[src/rtl/store_buffer_if.sv]
// Bus bundle between the MEM stage / data memory and the store buffer.
// master = pipeline plus memory environment, slave = the buffer itself.
interface store_buffer_if #(
    parameter int unsigned AW = 8,
    parameter int unsigned DW = 16
);
    logic          st_valid;
    logic [AW-1:0] st_addr;
    logic [DW-1:0] st_data;
    logic          st_ready;
    logic          ld_valid;
    logic [AW-1:0] ld_addr;
    logic [DW-1:0] ld_rdata;
    logic          fence_req;
    logic          fence_done;
    logic          mem_dwe;
    logic [AW-1:0] mem_addr;
    logic [DW-1:0] mem_wdata;
    logic [DW-1:0] mem_rdata;

    modport master (
        output st_valid, st_addr, st_data, ld_valid, ld_addr, fence_req, mem_rdata,
        input  st_ready, ld_rdata, fence_done, mem_dwe, mem_addr, mem_wdata
    );

    modport slave (
        input  st_valid, st_addr, st_data, ld_valid, ld_addr, fence_req, mem_rdata,
        output st_ready, ld_rdata, fence_done, mem_dwe, mem_addr, mem_wdata
    );
endinterface

[src/rtl/store_buffer.sv]
// Posted-write store buffer: queues stores, drains when the memory port is free, forwards to loads.
// Define STORE_BUF_COALESCE_EN to merge a store into a pending entry with the same address.
module store_buffer #(
    parameter int unsigned DEPTH = 4,
    parameter int unsigned AW    = 8,
    parameter int unsigned DW    = 16
) (
    input logic           clk,
    input logic           rst,
    store_buffer_if.slave bus
);
    localparam int unsigned PW       = $clog2(DEPTH);
    localparam logic [PW:0] FULL_CNT = (PW + 1)'(DEPTH);

    logic [AW-1:0]    ent_addr [DEPTH];
    logic [DW-1:0]    ent_data [DEPTH];
    logic [DEPTH-1:0] ent_valid;
    logic [PW-1:0]    head;
    logic [PW-1:0]    tail;
    logic [PW:0]      count;

    logic             full;
    logic             drain;
    logic             push;
    logic             coal_hit;
    logic [DEPTH-1:0] coal_match;
    logic [PW-1:0]    scan_idx;
    logic [DW-1:0]    fwd_data;
    logic             fwd_hit;

    assign full  = (count == FULL_CNT);
    assign drain = !bus.ld_valid && (count != '0);

`ifdef STORE_BUF_COALESCE_EN
    // The head entry leaving this cycle cannot absorb a store; it must allocate instead.
    always_comb begin
        coal_match = '0;
        for (int i = 0; i < int'(DEPTH); i++) begin
            coal_match[i] = ent_valid[i] && (ent_addr[i] == bus.st_addr) &&
                            !(drain && (head == PW'(i)));
        end
    end
`else
    assign coal_match = '0;
`endif

    assign coal_hit     = |coal_match;
    assign bus.st_ready = !full || coal_hit;
    assign push         = bus.st_valid && bus.st_ready && !coal_hit;

    // Scan oldest to youngest so the last match wins.
    always_comb begin
        fwd_hit  = 1'b0;
        fwd_data = '0;
        scan_idx = head;
        for (int k = 0; k < int'(DEPTH); k++) begin
            scan_idx = head + PW'(k);
            if (ent_valid[scan_idx] && (ent_addr[scan_idx] == bus.ld_addr)) begin
                fwd_hit  = 1'b1;
                fwd_data = ent_data[scan_idx];
            end
        end
    end

    assign bus.ld_rdata   = fwd_hit ? fwd_data : bus.mem_rdata;
    assign bus.fence_done = (count == '0);

    always_comb begin
        bus.mem_dwe   = 1'b0;
        bus.mem_addr  = '0;
        bus.mem_wdata = '0;
        if (bus.ld_valid) begin
            bus.mem_addr = bus.ld_addr;
        end else if (drain) begin
            bus.mem_dwe   = 1'b1;
            bus.mem_addr  = ent_addr[head];
            bus.mem_wdata = ent_data[head];
        end
    end

    always_ff @(posedge clk or negedge rst) begin
        if (!rst) begin
            head      <= '0;
            tail      <= '0;
            count     <= '0;
            ent_valid <= '0;
        end else begin
            if (drain) begin
                head            <= head + PW'(1);
                ent_valid[head] <= 1'b0;
            end
            if (push) begin
                tail            <= tail + PW'(1);
                ent_valid[tail] <= 1'b1;
            end
            if (push && !drain) begin
                count <= count + (PW + 1)'(1);
            end else if (!push && drain) begin
                count <= count - (PW + 1)'(1);
            end
        end
    end

    always_ff @(posedge clk) begin
        if (push) begin
            ent_addr[tail] <= bus.st_addr;
            ent_data[tail] <= bus.st_data;
        end
        for (int i = 0; i < int'(DEPTH); i++) begin
            if (bus.st_valid && coal_match[i]) begin
                ent_data[i] <= bus.st_data;
            end
        end
    end
endmodule
[src/flat_wrapper.sv]
// flat-port wrapper written by rule: the top's interface ports become plain ports
module store_buffer_flat 
#(
    parameter int unsigned DEPTH = 4,
    parameter int unsigned AW    = 8,
    parameter int unsigned DW    = 16
)
  (clk, rst, bus_st_valid, bus_st_addr, bus_st_data, bus_ld_valid, bus_ld_addr, bus_fence_req, bus_mem_rdata, bus_st_ready, bus_ld_rdata, bus_fence_done, bus_mem_dwe, bus_mem_addr, bus_mem_wdata);
  store_buffer_if #(.AW(AW), .DW(DW)) bus_i ();
  input logic clk;
  input logic rst;
  input wire logic [$bits(bus_i.st_valid)-1:0] bus_st_valid;
  input wire logic [$bits(bus_i.st_addr)-1:0] bus_st_addr;
  input wire logic [$bits(bus_i.st_data)-1:0] bus_st_data;
  input wire logic [$bits(bus_i.ld_valid)-1:0] bus_ld_valid;
  input wire logic [$bits(bus_i.ld_addr)-1:0] bus_ld_addr;
  input wire logic [$bits(bus_i.fence_req)-1:0] bus_fence_req;
  input wire logic [$bits(bus_i.mem_rdata)-1:0] bus_mem_rdata;
  output wire logic [$bits(bus_i.st_ready)-1:0] bus_st_ready;
  output wire logic [$bits(bus_i.ld_rdata)-1:0] bus_ld_rdata;
  output wire logic [$bits(bus_i.fence_done)-1:0] bus_fence_done;
  output wire logic [$bits(bus_i.mem_dwe)-1:0] bus_mem_dwe;
  output wire logic [$bits(bus_i.mem_addr)-1:0] bus_mem_addr;
  output wire logic [$bits(bus_i.mem_wdata)-1:0] bus_mem_wdata;
  assign bus_i.st_valid = bus_st_valid;
  assign bus_i.st_addr = bus_st_addr;
  assign bus_i.st_data = bus_st_data;
  assign bus_i.ld_valid = bus_ld_valid;
  assign bus_i.ld_addr = bus_ld_addr;
  assign bus_i.fence_req = bus_fence_req;
  assign bus_i.mem_rdata = bus_mem_rdata;
  assign bus_st_ready = bus_i.st_ready;
  assign bus_ld_rdata = bus_i.ld_rdata;
  assign bus_fence_done = bus_i.fence_done;
  assign bus_mem_dwe = bus_i.mem_dwe;
  assign bus_mem_addr = bus_i.mem_addr;
  assign bus_mem_wdata = bus_i.mem_wdata;
  store_buffer #(.DEPTH(DEPTH), .AW(AW), .DW(DW)) u_core (.clk(clk), .rst(rst), .bus(bus_i));
endmodule
[config.mk]
export PLATFORM = sky130hd
export DESIGN_NAME = store_buffer_flat
export DESIGN_NICKNAME = d
export VERILOG_FILES = /design/src/rtl/store_buffer_if.sv /design/src/rtl/store_buffer.sv /design/src/flat_wrapper.sv
export SDC_FILE = /design/constraint.sdc
export NUM_CORES = 1
export LEC_CHECK = 0
export BUFFER_PORTS_ARGS = -buffer_cell sky130_fd_sc_hd__buf_2
export CORE_AREA = 4 4 150 152
export CTS_CLUSTER_SIZE = 12
export DETAILED_ROUTE_END_ITERATION = 8
export DIE_AREA = 0 0 154 156
export PLACE_DENSITY = 0.6
export SLEW_MARGIN = 20
export SYNTH_ARGS = -nofsm -noshare
export SYNTH_HDL_FRONTEND = slang
export SYNTH_SLANG_ARGS = --single-unit
[constraint.sdc]
create_clock -name clk -period 7.7 [get_ports clk]
set_input_delay 0.77 -clock clk [delete_from_list [all_inputs] [get_ports clk]]
set_output_delay 0.77 -clock clk [all_outputs]
set_load 0.005 [all_outputs]
==> metrics.txt, run 1 <==
outcome=complete, no violations; htree depth=3; number of synthesized flops with an enable pin=96; antenna-violating nets left=0; Finished Cell Area=8110 um^2; vias in the first global route=5215; critical path startpoint category=flop; initial core utilization=between 30% and 40%; Max Freq=169 MHz; Place WS=2.16 ns; PD cells=381 nW/um^2; Maximum Capacitance Violations=0; FFs w/ async S/R, synth=10.3%; dpl hpwl=~12 mm; first-pass GRT wire length=28.7 mm; Synth area leader=edfxtp_1; worst vdd ir=0.000238 V; Post-CTS Resized=0; Leakage=between 2 and 3 nW; Main synth FF type=edfxtp_1; kind of critical path=flop to primary output; share of post-route cells with drive strength above 1=a little over a third; DR vias=5082; CP arrival=5.16 ns; Rows=53; die area=between 20000 and 25000 um^2; Area Overhead vs Synth=11.7%; RSZ-0062 raised after global routing=no; TNS Setup=0 ns; initial antenna violation count=2; min Tclk post-route=5.93 ns; Max-slew headroom=22.5%; area share of the largest cell type after synthesis=39.7%; IO Count=96; Hold Buf Count CTS=0; top cells by count, synth=edfxtp_1, mux4_2, nand2_1, nor2_1, xnor2_1; cell-internal power=1.83 mW; CTS tree=done; Final period util=roughly three quarters; I/O Buffers=between 90 and 100; Die Width=~150 um; Psw=between 1 and 1.5 mW; Clock transition at path regs=0.07 ns; FF/Latch Area=3160 um^2; Die Span Y=approximately 160 um; Avg WL per Cell=about 21 um; all-layer global routing usage=15.3%; HP Class=input pin to async pin; clock share of power=14.4%; total wire length=18.7 mm; Synth Net Count=617; hold slack=0.300 ns; Iteration-0 DRC Markers=roughly 370; Fillers=1954; Syn Std Cell Area=around 7300 um^2; final worst slack=between 1.5 and 2 ns; nets=679; Multi-input gate area=3770 um^2; switching share of power=40.7%; Placed Instances=roughly 880; most frequent cell after synthesis=edfxtp_1; critical path peak fanout=44; sequential area share after synthesis=43.5%; Ant. Diodes=0; Final Skew=0.00787 ns; Power Total=3.09 mW; max-slew violations=0; CTS root buf=clkbuf_16; pin count of the biggest net entering global routing=61; Post-Layout Cell Count=just under 900; Core ar.=about 21000 um^2; cell count after synthesis=between 500 and 600; Setup Viol. Count Final=0; CP Capture Type=primary output; Placer Congestion=roughly 0.8; CTS buffer count=9; worst-margin pin slew=1.16 ns; fin util=38.6%; Yosys reg bits=107; Warnings, synthesis=0; placed inst area=7800 um^2; DRC Markers=0; GRT overflow=0; TritonRoute pass-1 iters=5; distinct cell type count after synthesis=53; top post-synthesis cells by area=edfxtp_1, mux4_2, dfrtp_1; clock latency on the worst-skew pair=0.35 ns; Hold Vio Cnt, Final=0; CTS max path bufs=2; post-CTS setup buffer count=0; Flop pwr share=29.8%; syn_area_per_cell=13.1 um^2; number of clock sinks=~110; required time of the critical path=around 6.9 ns; Vias/cell=approximately 5.7; power share of the combinational group=55.8%
[cells in the final DEF, fill, tap and decap left out, types with 3 or more instances in the layout]
| master | count |
|---|---|
| a211oi_1 | 8 |
| a21o_1 | 4 |
| a21oi_1 | 24 |
| a221oi_1 | 6 |
| a22o_1 | 8 |
| a31o_2 | 9 |
| a31oi_1 | 3 |
| and2_1 | 16 |
| and3_1 | 8 |
| and3_2 | 4 |
| buf_2 | 94 |
| buf_4 | 5 |
| clkbuf_16 | 9 |
| dfrtp_1 | 9 |
| edfxtp_1 | 96 |
| ha_1 | 8 |
| inv_1 | 6 |
| mux2_2 | 18 |
| mux2i_1 | 26 |
| mux4_1 | 4 |
| mux4_2 | 58 |
| nand2_1 | 38 |
| nand3_1 | 5 |
| nor2_1 | 36 |
| nor2_2 | 7 |
| nor3_1 | 4 |
| o2111ai_1 | 5 |
| o211ai_1 | 3 |
| o21ai_0 | 13 |
| o21ai_1 | 15 |
| xnor2_1 | 28 |
| xor2_1 | 12 |
[final cells by class]
type                       count  area share [%]
inverter                       6           0.278
clock inverter                 5           0.694
timing repair buffer         100            6.44
multi-input combinational    392            46.6
sequential                   107            39.0
tap                          275            4.24
clock buffer                   9            2.78
[logic make-up after synthesis]
| family | count (synthesis) | synth area share [%] |
|---|---|---|
| buffers and inverters | 55 | 4.65 |
| AOI/OAI and AO/OA | 107 | 10.4 |
| and+or+nand+nor | 129 | 9.03 |
| xor gates and xnor gates | 40 | 4.83 |
| muxes | 106 | 25.8 |
| DFF | 107 | 43.5 |
| adders and majority gates | 10 | 1.83 |
[sequential cells by signal, summed over array words and instances, names as in the netlist]
signal	count
u_core.ent_data	64
u_core.ent_addr	32
u_core.ent_valid	4
u_core.count	3
u_core.head	2
u_core.tail	2
[critical path, stage by stage (launching register included)]
cell       delay, ns
dfrtp_4         0.86
inv_1           0.31
ha_2            0.76
mux4_2          0.40
xor2_1          0.17
nor3_1          0.33
nand3_1         0.58
o211a_1         0.52
a2111oi_0       0.42
o21ai_0         0.22
buf_2           0.18
[per-layer routing]
layer / global-route usage [%] / part of all wire, % / vias to the layer above / routed length [um]
met3: 2.33 / 4.4 / 32 / 828
met2: 26.0 / 51 / 150 / 9550
met5: 0 / 0.13 / - / 24
met4: 7.15 / 2.3 / 4 / 425
li1: - / - / 2297 / -
met1: 19.1 / 42 / 2599 / 7890
[worst paths after layout]
path / endpoint / cells past startpoint / startpoint / slack, ns
hold / removal: u_core.ent_valid[2]$_DFF_PN0_ / 1 / rst / 0.30
hold reg to reg: u_core.count[2]$_DFFE_PN0P_ / 1 / u_core.count[2]$_DFFE_PN0P_ / 0.50
min in group clk: u_core.count[2]$_DFFE_PN0P_ / 1 / u_core.count[2]$_DFFE_PN0P_ / 0.50
setup reg to reg: u_core.head[1]$_DFFE_PN0N_ / 5 / u_core.head[0]$_DFFE_PN0N_ / 4.88
setup / recovery: bus_ld_rdata[15] / 10 / u_core.head[0]$_DFFE_PN0N_ / 1.77
max in group asynchronous: u_core.head[0]$_DFFE_PN0N_ / 1 / rst / 7.15
[power groups by stage]
stage | Combinational [mW] | Sequential [mW] | Clock [mW]
3_3_place_gp | 1.67 | 0.919 | 0
4_1_cts | 1.73 | 0.919 | 0.453
5_1_grt | 1.88 | 0.942 | 0.480
3_5_place_dp | 1.72 | 0.932 | 0
2_1_floorplan | 1.45 | 0.853 | 0
6_report | 1.72 | 0.921 | 0.444
(Power assumes the default switching activity.)
==> run 2, diff against run 1 <==
==> constraint.sdc (replaced) <==
create_clock -name clk -period 6.05 [get_ports clk]
set_input_delay 0.605 -clock clk [delete_from_list [all_inputs] [get_ports clk]]
set_output_delay 0.605 -clock clk [all_outputs]
set_load 0.005 [all_outputs]
==> run 2 against run 1 <==
Effect of this change:
- cell area up 0.74%
- first-iteration DRC count decreased by 9.2%
- worst setup slack got worse by 0.91 ns
- global-route usage up 0.35 points
- combinational power increased by 28%
- sequential cell count did not move
- largest power group unchanged
- worst hold slack lost 0.17 ns
- sequential power up 27%
- highest routed layer unchanged
- routed wire length about the same
- die area unchanged
- power increased by 29%
- clock skew about the same
==> metrics.txt, run 2 (synthesis results as in run 1) <==
CTS buffer count=9 (unchanged); Max Freq=193 MHz; Setup Viol. Count Final=0 (unchanged); max-slew violations=0 (unchanged); TritonRoute pass-1 iters=4 (-1); RSZ-0062 raised after global routing=no; kind of critical path=flop to primary output; critical path startpoint category=flop; DR vias=4985 (-1.9%); CTS root buf=clkbuf_16; Psw=1.60 mW (+27%); worst-margin pin slew=1.11 ns (-0.0478 ns); reg2reg setup slack=3.35 ns (-1.53 ns); clock latency on the worst-skew pair=0.34 ns (about the same); nets=681 (+0.29%); Iteration-0 DRC Markers=337 (-9.2%); worst vdd ir=0.000258 V (+8.1%); Final Skew=0.00741 ns (-0.000462 ns); Final period util=between 80% and 90%; Maximum Capacitance Violations=0 (unchanged); critical path peak fanout=36 (-18%); CP Capture Type=primary output; Flop pwr share=29.2% (-0.6 points); CP max stage delay=0.87 ns (about the same); Hold Buf Count CTS=0 (unchanged); Finished Cell Area=8170 um^2 (+0.74%); initial antenna violation count=2 (unchanged); TNS Setup=0 ns (unchanged); clock share of power=15.3% (+0.9 points); required time of the critical path=5.44 ns (-1.49 ns); min Tclk post-route=5.19 ns; htree depth=3 (unchanged); cell-internal power=2.39 mW (+31%); CP arrival=4.59 ns (-0.57 ns); Largest register FFs=64 (unchanged); share of post-route cells with drive strength above 1=36.0% (-0.071 points); Max-slew headroom=25.1% (+2.6 points); I/O Buffers=94 (unchanged); power share of the combinational group=55.4% (-0.4 points); die area=24000 um^2 (unchanged); switching share of power=40.1% (-0.62 points); Ant. Diodes=0 (unchanged); number of clock sinks=107 (unchanged); hold slack=0.126 ns (-0.174 ns); DRC Markers=0 (unchanged); Die Width=154 um (unchanged); Hold Vio Cnt, Final=0 (unchanged); Post-Layout Cell Count=898 (+0.45%); all-layer global routing usage=15.6% (+0.35 points); antenna-violating nets left=0 (unchanged); commonest cells after routing, fill and taps aside=edfxtp_1, buf_2, mux4_2, nand2_1, nor2_1; Die Span Y=156 um (unchanged); Fillers=1911 (-2.2%); critical path's slowest cell=nor4_4; initial core utilization=34.5% (unchanged); HP Class=input pin to async pin; commonest non-fill, non-tap cell in the layout=edfxtp_1; Placer Congestion=0.789 (+1.3%); Clock transition at path regs=0.07 ns (about the same); biggest regs=u_core.ent_data x64, u_core.ent_addr x32, u_core.ent_valid x4; placed inst area=7820 um^2 (+0.19%); Vias/cell=5.55 (-2.3%); Leakage=2.95 nW (+0.94%); Placed Instances=880 (+0.23%); Area Overhead vs Synth=12.5%; post-CTS setup buffer count=0 (unchanged); first-pass GRT wire length=29.8 mm (+3.7%); Rows=53 (unchanged); PD cells=488 nW/um^2 (+28%); vias in the first global route=5418 (+3.9%); worst-path cell chain=inv_1 > ha_2 > mux4_2 > xnor2_1 > nand4_1 > nor4_4 > a2111oi_0 > o21ai_0 > buf_2; Core ar.=21000 um^2 (unchanged); IO Count=96 (unchanged); Reg with most FFs=u_core.ent_data; pin count of the biggest net entering global routing=66 (+8.2%); total wire length=18.7 mm (about the same); Avg WL per Cell=20.9 um (-0.38%); Post-CTS Resized=0 (unchanged); CTS max path bufs=2 (unchanged); dpl hpwl=12.8 mm (+2.4%); GRT overflow=0 (unchanged); CTS tree=done; outcome=complete, no violations
run 2: path summary, 6_finish.rpt:
kind,endpoint,cells after the start,startpoint
max,bus_ld_rdata[15],9,u_core.head[0]$_DFFE_PN0N_
min,u_core.ent_valid[3]$_DFF_PN0_,1,rst
max reg2reg,u_core.count[2]$_DFFE_PN0P_,10,u_core.count[0]$_DFFE_PN0P_
min reg2reg,u_core.count[2]$_DFFE_PN0P_,1,u_core.count[2]$_DFFE_PN0P_
max in group asynchronous,u_core.head[0]$_DFFE_PN0N_,1,rst
min in group clk,u_core.ent_addr[2][5]$_DFFE_PP_,1,bus_st_addr[5]
run 2: through the flow:
stage	utilization [%]	setup WS (ns)	power, mW
final	38.9	0.859	3.99
after global routing	38.9	0.570	4.28
after CTS	38.7	0.732	4.00
after detailed placement	37.2	1.11	3.38
after global placement	37.2	1.19	3.30
after floorplan	-	1.97	2.92
run 2: power groups by stage:
stage	Sequential [mW]	Combinational (mW)	Clock, mW
floorplan	1.09	1.84	0
global placement	1.16	2.14	0
detailed placement	1.18	2.20	0
CTS	1.17	2.21	0.620
global route	1.19	2.43	0.660
finish	1.17	2.21	0.612
run 2: final cells by class:
| cell class | instances | area (um^2) | share of cell area, % |
|---|---|---|---|
| clock buffers | 10 | 229 | 2.80 |
| flip-flops and latches | 107 | 3160 | 38.7 |
| repair buffers | 102 | 554 | 6.79 |
| well taps | 275 | 344 | 4.21 |
| clock inverters | 6 | 80.1 | 0.980 |
| inverters | 6 | 22.5 | 0.276 |
| multi-input cells | 392 | 3770 | 46.2 |
run 2: metal layers:
layer | global-route usage [%] | vias up | part of all wire [%]
met5 | 0 | - | 0.13
met4 | 5.51 | 4 | 1.3
met3 | 2.69 | 16 | 5.1
met2 | 28.1 | 135 | 54
met1 | 18.9 | 2526 | 40
li1 | - | 2304 | -
run 2: worst max-delay path, delay by kind of cell (launching register included):
family	cells	cell delay [ns]
AO/OA/AOI/OAI	2	0.48
XOR/XNOR	1	0.28
adder cells (fa/ha/maj)	1	0.72
buffers and inverters	2	0.45
flip-flops	1	0.81
multiplexers	1	0.39
AND/OR/NAND/NOR	2	1.09
